### src/rtl/scan_chain_sequencer.sv
// Scan chain sequencer for a chain of mux-select scan flops.
// Drives the shared SD/SP controls and the serial scan input, samples the
// serial scan output, and exchanges capture/shift commands and unloaded
// words with the host over valid/ready handshakes.
// Optional build macro: SCAN_PAUSE_EN adds a 'pause' input that stalls
// shifting without losing or duplicating bits.
//
// state | meaning
// IDLE  | waiting for a command, chain clock disabled
// CAP   | one cycle with sd=0, sp=1: chain loads functional D0 data
// SHF   | sd=1, sp=1: one bit in on chain_si, one bit out from chain_so per cycle
// DONE  | response held on resp_rx until the host accepts it
module scan_chain_sequencer #(
    parameter int CHAIN_LEN = 32,
    parameter int CNT_W     = 7
) (
    input  logic                 CK,
    input  logic                 RSTN,
    input  logic                 cmd_valid,
    output logic                 cmd_ready,
    input  logic [1:0]           cmd_op,
    input  logic [CNT_W-1:0]     cmd_len,
    input  logic [CHAIN_LEN-1:0] cmd_tx,
    output logic                 resp_valid,
    input  logic                 resp_ready,
    output logic [CHAIN_LEN-1:0] resp_rx,
    output logic                 busy,
`ifdef SCAN_PAUSE_EN
    input  logic                 pause,
`endif
    output logic                 chain_sd,
    output logic                 chain_sp,
    output logic                 chain_si,
    input  logic                 chain_so
);

    typedef enum logic [1:0] {
        S_IDLE = 2'd0,
        S_CAP  = 2'd1,
        S_SHF  = 2'd2,
        S_DONE = 2'd3
    } state_t;

    localparam logic [1:0] OP_CAP    = 2'b00;
    localparam logic [1:0] OP_SHF    = 2'b01;
    localparam logic [1:0] OP_CAPSHF = 2'b10;

    localparam logic [CNT_W-1:0]     LEN_MAX = CNT_W'(CHAIN_LEN);
    localparam logic [CNT_W-1:0]     CNT_ONE = CNT_W'(1);
    localparam logic [CHAIN_LEN-1:0] BIT_ONE = CHAIN_LEN'(1);

    state_t               state_q, state_d;
    logic [CNT_W-1:0]     cnt_q, cnt_d;
    logic [1:0]           op_q, op_d;
    logic [CNT_W-1:0]     len_q, len_d;
    logic [CHAIN_LEN-1:0] tx_q, tx_d;
    logic [CHAIN_LEN-1:0] rx_q, rx_d;
    logic                 sd_q, sd_d;
    logic                 sp_q, sp_d;
    logic                 si_q, si_d;
    logic                 rv_q, rv_d;
    logic [CNT_W-1:0]     len_eff;
    logic [CHAIN_LEN-1:0] so_vec;
    logic                 pause_i;

`ifdef SCAN_PAUSE_EN
    assign pause_i = pause;
`else
    assign pause_i = 1'b0;
`endif

    // Out-of-range and zero lengths both mean a full-chain shift.
    assign len_eff = (cmd_len == '0 || cmd_len > LEN_MAX) ? LEN_MAX : cmd_len;
    assign so_vec  = {{(CHAIN_LEN-1){1'b0}}, chain_so};

    assign cmd_ready  = (state_q == S_IDLE);
    assign busy       = (state_q != S_IDLE);
    assign resp_valid = rv_q;
    assign resp_rx    = rx_q;
    assign chain_sd   = sd_q;
    assign chain_sp   = sp_q;
    assign chain_si   = si_q;

    // Next-state and next-output decode; chain controls are registered so
    // they are computed for the state being entered.
    always_comb begin
        state_d = state_q;
        cnt_d   = cnt_q;
        op_d    = op_q;
        len_d   = len_q;
        tx_d    = tx_q;
        rx_d    = rx_q;
        sd_d    = 1'b0;
        sp_d    = 1'b0;
        si_d    = 1'b0;
        rv_d    = 1'b0;
        case (state_q)
            S_IDLE: begin
                if (cmd_valid) begin
                    op_d  = cmd_op;
                    len_d = len_eff;
                    tx_d  = cmd_tx;
                    cnt_d = '0;
                    rx_d  = '0;
                    case (cmd_op)
                        OP_CAP, OP_CAPSHF: begin
                            state_d = S_CAP;
                            sp_d    = 1'b1;
                        end
                        OP_SHF: begin
                            state_d = S_SHF;
                            sd_d    = 1'b1;
                            sp_d    = 1'b1;
                            si_d    = cmd_tx[0];
                        end
                        default: begin
                            state_d = S_DONE;
                            rv_d    = 1'b1;
                        end
                    endcase
                end
            end
            S_CAP: begin
                if (op_q == OP_CAPSHF) begin
                    state_d = S_SHF;
                    sd_d    = 1'b1;
                    sp_d    = 1'b1;
                    si_d    = tx_q[0];
                end else begin
                    state_d = S_DONE;
                    rv_d    = 1'b1;
                end
            end
            S_SHF: begin
                // A cycle with sp low is a paused cycle: nothing moves and
                // si is held so the resumed edge shifts in the same bit.
                sd_d = 1'b1;
                si_d = si_q;
                sp_d = ~pause_i;
                if (sp_q) begin
                    rx_d  = rx_q | (so_vec << cnt_q);
                    cnt_d = cnt_q + CNT_ONE;
                    if (cnt_d == len_q) begin
                        state_d = S_DONE;
                        sd_d    = 1'b0;
                        sp_d    = 1'b0;
                        si_d    = 1'b0;
                        rv_d    = 1'b1;
                    end else begin
                        si_d = |(tx_q & (BIT_ONE << cnt_d));
                    end
                end
            end
            S_DONE: begin
                rv_d = 1'b1;
                if (resp_ready) begin
                    state_d = S_IDLE;
                    rv_d    = 1'b0;
                end
            end
            default: state_d = S_IDLE;
        endcase
    end

    // State, counter, latched command and registered chain controls.
    always_ff @(posedge CK or negedge RSTN) begin
        if (!RSTN) begin
            state_q <= S_IDLE;
            cnt_q   <= '0;
            op_q    <= '0;
            len_q   <= '0;
            tx_q    <= '0;
            rx_q    <= '0;
            sd_q    <= 1'b0;
            sp_q    <= 1'b0;
            si_q    <= 1'b0;
            rv_q    <= 1'b0;
        end else begin
            state_q <= state_d;
            cnt_q   <= cnt_d;
            op_q    <= op_d;
            len_q   <= len_d;
            tx_q    <= tx_d;
            rx_q    <= rx_d;
            sd_q    <= sd_d;
            sp_q    <= sp_d;
            si_q    <= si_d;
            rv_q    <= rv_d;
        end
    end

endmodule

### config.mk
export PLATFORM = sky130hd
export DESIGN_NAME = scan_chain_sequencer
export DESIGN_NICKNAME = d
export VERILOG_FILES = /design/src/rtl/scan_chain_sequencer.sv
export SDC_FILE = /design/constraint.sdc
export NUM_CORES = 1
export LEC_CHECK = 0
export CELL_PAD_IN_SITES_DETAIL_PLACEMENT = 1
export CELL_PAD_IN_SITES_GLOBAL_PLACEMENT = 2
export CORE_MARGIN = 4
export CORE_UTILIZATION = 33
export CTS_BUF_LIST = sky130_fd_sc_hd__clkbuf_16
export DETAILED_ROUTE_END_ITERATION = 8
export PLACE_DENSITY_LB_ADDON = 0.1
export SLEW_MARGIN = 20
export SYNTH_ARGS = -nofsm -noshare
export SYNTH_HDL_FRONTEND = slang
export SYNTH_SLANG_ARGS = --single-unit
### constraint.sdc
create_clock -name CK -period 2.55 [get_ports CK]
set_input_delay 0.51 -clock CK [delete_from_list [all_inputs] [get_ports CK]]
set_output_delay 0.51 -clock CK [all_outputs]
set_load 0.01 [all_outputs]
Word-level counts from Yosys, hierarchy flattened
Cells that the tools add are included.
- reduce and logical (&&, ||, !) cells: 12
- magnitude comparators: 1
- eq/ne operators: 11
- muxes and demuxes: 36
- add/sub/neg operators: 1
- bitwise logic cells: 2
- shift-type cells: 2
- operators with widths (operator ; number):
    2-to-1 mux 32 bit ; 2
    one-hot mux 32 bit (2 select lines) ; 1
    bitwise AND 32 bit ; 1
    bitwise OR 32 bit ; 1
    OR reduction 32 bit ; 1
    << shifter 1 x 7 -> 32 bit ; 1
    << shifter 1 x 7 -> 32 bit (first input constant) ; 1
    2-to-1 mux 7 bit ; 3
    2-to-1 mux 1 bit ; 19
    one-hot mux 7 bit (2 select lines) ; 1
    one-hot mux 1 bit (3 select lines) ; 3
    equality test 2 bit (second input constant) ; 4
    2-to-1 mux 2 bit ; 4
    != test 2 bit (second input constant) ; 4
    one-hot mux 2 bit (4 select lines) ; 1
    adder 7 x 1 -> 7 bit (second input constant) ; 1
    equality test 7 bit ; 1
    greater-than comparator 7 x 6 -> 1 bit (second input constant) ; 1
    logical NOT 7 bit ; 1
    equality test 2 x 1 -> 1 bit (second input constant) ; 2
    logical NOT 2 bit ; 2
    one-hot mux 1 bit (4 select lines) ; 1
    one-hot mux 2 bit (2 select lines) ; 1
    AND reduction 4 bit ; 1
    6 further kinds ; 7
- logic and storage cells: 75
- flip-flop bits (word level): 86

Depth between registers and ports, before layout
Gate-level depths: netlist of run 1.
- depth after elaboration: 7
- depth in mapped cells: 9

Worst setup path after synthesis of run 1
No wires, ideal clock.
- kind: register -> register
- from: register cnt_q[0]
- to: register state_q[0]
- path buffers: 1
- clock period less this slack: 2.292 ns
- arrival: 2.167 ns
- library setup time: 0.125 ns
- data required time: 2.425 ns
- stages on the path, launching flop included: 9
- setup slack: 0.258 ns
- cell sequence: dfrtp_1 > ha_1 > buf_2 > nand3_1 > nor2_1 > xor3_1 > o41ai_2 > o211ai_1 > mux2_4
- cells in the longest elaborated chain, start to end: 4
- ends and longest elaborated chain (what ; RTL line ; text):
    start: declaration ; 53 ; logic [CNT_W-1:0] cnt_q, cnt_d;
    start signal: assignment ; 180 ; cnt_q <= cnt_d;
    adder 7 x 1 -> 7 bit ; 142 ; cnt_d = cnt_q + CNT_ONE;
    equality test 7 bit ; 143 ; if (cnt_d == len_q) begin
    != test 2 bit (no line) ; n/a ;
    AND reduction 4 bit (no line) ; n/a ;
    end signal: assignment ; 179 ; state_q <= state_d;
    end: declaration ; 52 ; state_t state_q, state_d;
No other way between the ends.
A chain may end at the register's enable or synchronous reset.

Final worst setup path of run 1
- from: register state_q[0]
- to: output port busy
- cells in the longest elaborated chain, start to end: 1
- ends and longest elaborated chain (what ; RTL line ; text):
    nonzero test 2 bit ; 77 ; assign busy = (state_q != S_IDLE);
    end: declaration ; 27 ; output logic busy,
No other way between the ends.

==> results of run 1 <==
==> worst paths after layout <==
kind / cells after the start / endpoint / slack [ns]
max reg2reg: 8 / chain_si$_DFFE_PN0P_ / 0.16
max in group asynchronous: 2 / tx_q[18]$_DFFE_PN0P_ / 1.83
min: 1 / tx_q[7]$_DFFE_PN0P_ / 0.13
min reg2reg: 2 / resp_rx[22]$_DFFE_PN0P_ / 0.49
min in group CK: 2 / resp_rx[22]$_DFFE_PN0P_ / 0.49
max: 4 / busy / 0.15
==> registers in the layout (all words and copies together) (netlist names), 2 cells and up <==
| signal | count |
|---|---|
| resp_rx | 32 |
| tx_q | 32 |
| cnt_q | 7 |
| len_q | 7 |
| op_q | 2 |
| state_q | 2 |
==> logic make-up (layout without fill, tap and decap cells) <==
family          Yosys count  in the layout  synth area share (%)
fa+ha+maj                 6              6                 1.738
compound gates           84             84                 12.57
xor+xnor                 20             20                 5.589
flops                    86             86                 49.81
simple gates            120            120                 13.78
mux                      48             48                 12.60
buf+inv                  38            137                 3.910
==> layer usage <==
metal,track usage (%),vias to the layer above
met5,0,-
met4,5.108,0
met3,3.226,14
met2,28.41,60
met1,23.03,1732
li1,-,1616
==> power by group through the flow <==
stage          Combinational, mW  Clock, mW  Sequential [mW]
2_1_floorplan               1.81          0             2.16
3_3_place_gp                2.80          0             2.23
3_5_place_dp                2.85          0             2.25
4_1_cts                     2.88       1.22             2.23
5_1_grt                     3.20       1.27             2.30
6_report                    2.90       1.17             2.22
==> cell usage in the layout (no fill, tap or decap), types with 7 or more instances in the layout <==
cell type,synthesis,layout
buf_4,1,24
mux2i_1,9,9
a21oi_1,38,38
nand2_1,17,17
xnor2_1,11,10
a22o_1,11,11
nand3_1,9,9
nor2_1,48,47
nor3_1,11,11
clkdlybuf4s50_1,0,82
dfrtp_1,86,86
mux2_2,34,34
clkbuf_16,0,9
inv_1,11,11
o21ai_0,9,9
nand4_1,7,7
==> area by class of cell <==
cell class	instances	area [sq um]
sequential	86	2152
clock inverter	6	31.28
timing repair buffer	110	1081
multi-input combinational	278	2033
fill	1433	6939
inverter	12	45.04
tap	172	215.2
clock buffer	9	225.2
==> repair_timing <==
item,in CTS,in global routing
hold endpoints to repair,0,0
setup endpoints to repair,1,3
buffers inserted,0,0
cloned,0,0
resized for setup,1,5
hold buffers,0,0
==> results.yml, run 1 <==
timing:
  rsz0062_at_grt: "false"
  fin_ws_ns: 0.1475
  max_freq_mhz: 416.2
  hold_violations: 0
  worst_pin_slew_ns: 0.5764
  hold_ws_ns: 0.1326
  fin_crit_sh_pct: 94.21
  finalSetupTns_ns: 0
  setup_viol: 0
  layout_min_cycle_time_ns: 2.402
  drv_slew: 0
  relSlewSlack_pct: 61.28
  fin_skew_ns: 0.006499
placed_design:
  hpwl_um: 9015
  port_buffers: 83
  gp_congestion: 0.7827
  place_area_sq_um: 5495
  dp.cells: 658
  post-place-ws_ns: 0.06288
cts:
  cts-root-buf: "clkbuf_16"
  cts_sinks: 86
  cts_tree: "built"
  insertion_delay_ns: 0.34
  htreeDepth: 3
  clock_path_buffers: 2
  cts_buffers: 9
  path_clk_slew_ns: 0.06
synthesis:
  syn_area_sq_um: 4320
  synth_cell_type_count: 56
  post_synth.cell_area_avg_sq_um: 10.75
  syn_nets: 454
  yosysMostFrequentCell: "dfrtp_1"
  synth_ff_type: "dfrtp_1"
  synth_top_area_share_pct: 49.81
  ys_seq_elements: 86
  synth_commonest_cells: "dfrtp_1 (86), nor2_1 (48), a21oi_1 (38)"
  synth-edff-count: 0
  synthArstFlopShare_pct: 100.0
  yosys-top-cells-area: "dfrtp_1 (50%), mux2_2 (8.9%), a21oi_1 (4.4%), nor2_1 (4.2%), a22o_1 (2.2%)"
  yosys_warnings: 0
  synth.largest_area_cell: "dfrtp_1"
  ys_seq_area_share_pct: 49.81
  synth_cells: 402
power_and_ir_drop:
  power.total_mw: 6.285
  p_seq_share_pct: 35.3
  powerDensity_nw_per_um2: 1087
  peakVddDrop_mv: 0.3170
  clockPowerShare_pct: 18.6
  p_leak_nw: 2.507
  p_sw_mw: 2.313
  swShare_pct: 36.81
  p_int_mw: 3.972
  p_comb_share_pct: 46.1
drt:
  wl_met3_um: 401
  drtIter0Drc: 122
  top_layer: "met4"
  first_pass_iters: 4
  drc: 0
  met2WireLength_um: 5763
  ant_nets: 0
  m1WireLength_um: 5715
  avgRoutedWirePerCell_um: 17.91
  vias_per_cell: 5.085
  vias: 3422
  drt-total-wl_um: 12050
die:
  coreArea_sq_um: 12720
  die-area_sq_um: 14990
  die_h_um: 122.4
  ios: 84
  start_util_pct: 33.96
  die_x_um: 122.4
  num_rows: 41
run:
  maxCapViolCount: 0
worst_setup_path:
  crit_path_cell_trace: "inv_1, ha_1, inv_2, clkdlybuf4s50_1"
  required_ns: 2.04
  slowest_delay_ns: 0.56
  crit_start: "state_q[0]$_DFFE_PN0P_"
  critPathCaptureType: "primary output"
  slowest_stage: "clkdlybuf4s50_1"
  critPathLaunchType: "flop"
  crit_family: "buffers and inverters"
  r2r_start: "cnt_q[0]$_DFFE_PN0P_"
  path_buf_inv: 3
  cp_max_fo: 8
  arrival_ns: 1.89
  worstSetupPathType: "flop to primary output"
global_routing:
  grt.overflow.total: 0
  grt_max_degree: 35
  grt_pass1_wl_um: 20100
  grt_antenna_before_repair: 0
  grt_pass1_vias: 3875
  groute.usage.overall_pct: 17.20
worst_hold_path:
  hold_path_class: "input port to asynchronous set/reset pin"
final_layout:
  layoutNonFillerInstCount: 673
  final_area_sq_um: 5783
  finalNetCount: 549
  antennaDiodeCount: 0
  syn_to_final_growth_pct: 33.85
  final_core_util_pct: 45.46
  drive_gt1_share_pct: 18.16
outcome:
  status: "finished clean"
No activity file was read; power rests on OpenSTA's default activity.
==> run 2, diff against run 1 <==
Settings changed: PLACE_DENSITY set to 0.78, PLACE_DENSITY_LB_ADDON 0.1 to not set.
==> run 2 against run 1 <==
  * Power up 2.1%
  * Die area unchanged
  * Combinational power fell by 6%
  * Clock power grew 21%
  * Sequential power rose by 2%
  * Global-route usage is 0.40 points lower
  * Critical path type unchanged
  * Largest cell class unchanged
==> results.yml, run 2 (synthesis results as in run 1) <==
outcome:
  status: "finished clean"
worst_hold_path:
  hold_path_class: "input port to asynchronous set/reset pin"
timing:
  worst_pin_slew_ns: 0.5075
  fin_skew_ns: 0.007684
  fin_crit_sh_pct: 94.13
  rsz0062_at_grt: "false"
  layout_min_cycle_time_ns: 2.400
  hold_ws_ns: 0.1256
  drv_slew: 0
  hold_violations: 0
  max_freq_mhz: 416.6
  finalSetupTns_ns: 0
  setup_viol: 0
  relSlewSlack_pct: 65.90
placed_design:
  port_buffers: 83
  hpwl_um: 8730
  gp_congestion: 0.7675
  place_area_sq_um: 5423
cts:
  insertion_delay_ns: 0.35
  path_clk_slew_ns: 0.07
  clock_path_buffers: 2
  cts_buffers: 9
  ctsHoldBuffers: 0
  cts-root-buf: "clkbuf_16"
  cts_sinks: 86
  htreeDepth: 3
  cts_tree: "built"
worst_setup_path:
  critPathLaunchType: "flop"
  r2r_setup_slack_ns: 0.18
  crit_path_cell_trace: "inv_1, ha_1, inv_2, clkdlybuf4s50_1"
  critPathCaptureType: "primary output"
  r2r_start: "cnt_q[0]$_DFFE_PN0P_"
  reg2reg_to: "state_q[0]$_DFFE_PN0P_"
  slowest_stage: "clkdlybuf4s50_1"
  r2r_cells: 7
  cp_max_fo: 8
  worstSetupPathType: "flop to primary output"
  required_ns: 2.04
  slowest_delay_ns: 0.55
  arrival_ns: 1.89
final_layout:
  final_cell_mix: "dfrtp_1 (85), clkdlybuf4s50_1 (82), nor2_1 (47)"
  final_common_cell: "dfrtp_1"
  finalNetCount: 541
  final_area_sq_um: 5746
  drive_gt1_share_pct: 17.41
  antennaDiodeCount: 0
  syn_to_final_growth_pct: 32.99
drt:
  drtIter0Drc: 145
  vias_per_cell: 5.101
  avgRoutedWirePerCell_um: 17.89
  drc: 0
  first_pass_iters: 4
  drt-total-wl_um: 11910
  ant_nets: 0
  vias: 3397
global_routing:
  grt.overflow.total: 0
  groute.usage.overall_pct: 16.80
  grt_antenna_before_repair: 0
  grt_max_degree: 53
  grt_pass1_vias: 3705
  grt_pass1_wl_um: 19550
power_and_ir_drop:
  powerDensity_nw_per_um2: 1117
  peakVddDrop_mv: 0.4060
  p_leak_nw: 2.477
die:
  num_rows: 41
  die-area_sq_um: 14990
  ios: 84
  die_h_um: 122.4
  die_x_um: 122.4
  coreArea_sq_um: 12720
  start_util_pct: 33.96
run:
  maxCapViolCount: 0
[run 2: per-layer routing]
layer	global-route usage, %	up-vias	wire, um
li1	-	1598	-
met1	23.11	1723	5678
met2	26.18	67	5598
met3	4.009	9	543
met4	5.458	0	94
met5	0	-	0
[run 2: critical path, delay by kind of cell, from the launching register on]
kind                     cells  cell delay [ns]
adder cells (fa/ha/maj)      1             0.33
buffers and inverters        3             0.79
flip-flops                   1             0.43
[run 2: area by class of cell]
class	instances	area [sq um]
fillers	1411	6977
clock inverters	7	88.84
multi-input cells	278	2009
inverters	12	45.04
repair buffers	102	1008
flip-flops and latches	86	2153
clock buffers	9	225.2
well taps	172	215.2
[run 2: repair_timing]
action | CTS | global route
resized for setup | 0 | 4
buffers inserted | 0 | 0
setup endpoints to repair | 0 | 4
[run 2: stage by stage]
stage / worst slack (ns) / power (mW) / instances / utilization [%]
5_1_grt: 0.04058 / 6.863 / 666 / 45.16
3_5_place_dp: 0.01550 / 5.036 / 650 / 42.62
6_report: 0.1497 / 6.417 / 666 / 45.16
2_1_floorplan: 0.2581 / 3.978 / 402 / -
4_1_cts: 0.07056 / 6.471 / 666 / 45.09
3_3_place_gp: 0.1023 / 4.941 / 650 / 42.62
[run 2: worst max path at each step]
| stage | startpoint | to | cells after the start |
|---|---|---|---|
| 2_1_floorplan | cnt_q[0]$_DFFE_PN0P_ | state_q[0]$_DFFE_PN0P_ | 8 |
| 3_3_place_gp | cmd_valid | resp_rx[1]$_DFFE_PN0P_ | 8 |
| 3_5_place_dp | cmd_valid | resp_rx[1]$_DFFE_PN0P_ | 8 |
| 4_1_cts | state_q[0]$_DFFE_PN0P_ | busy | 4 |
| 5_1_grt | state_q[0]$_DFFE_PN0P_ | busy | 4 |
| 6_report | state_q[0]$_DFFE_PN0P_ | busy | 4 |
[run 2: power by group]
group | internal (mW) | switching, mW | total, mW | leakage (nW)
combinational | 1.39 | 1.35 | 2.73 | 1.22
sequential | 1.86 | 0.405 | 2.27 | 1.11
clock | 0.851 | 0.565 | 1.42 | 0.149
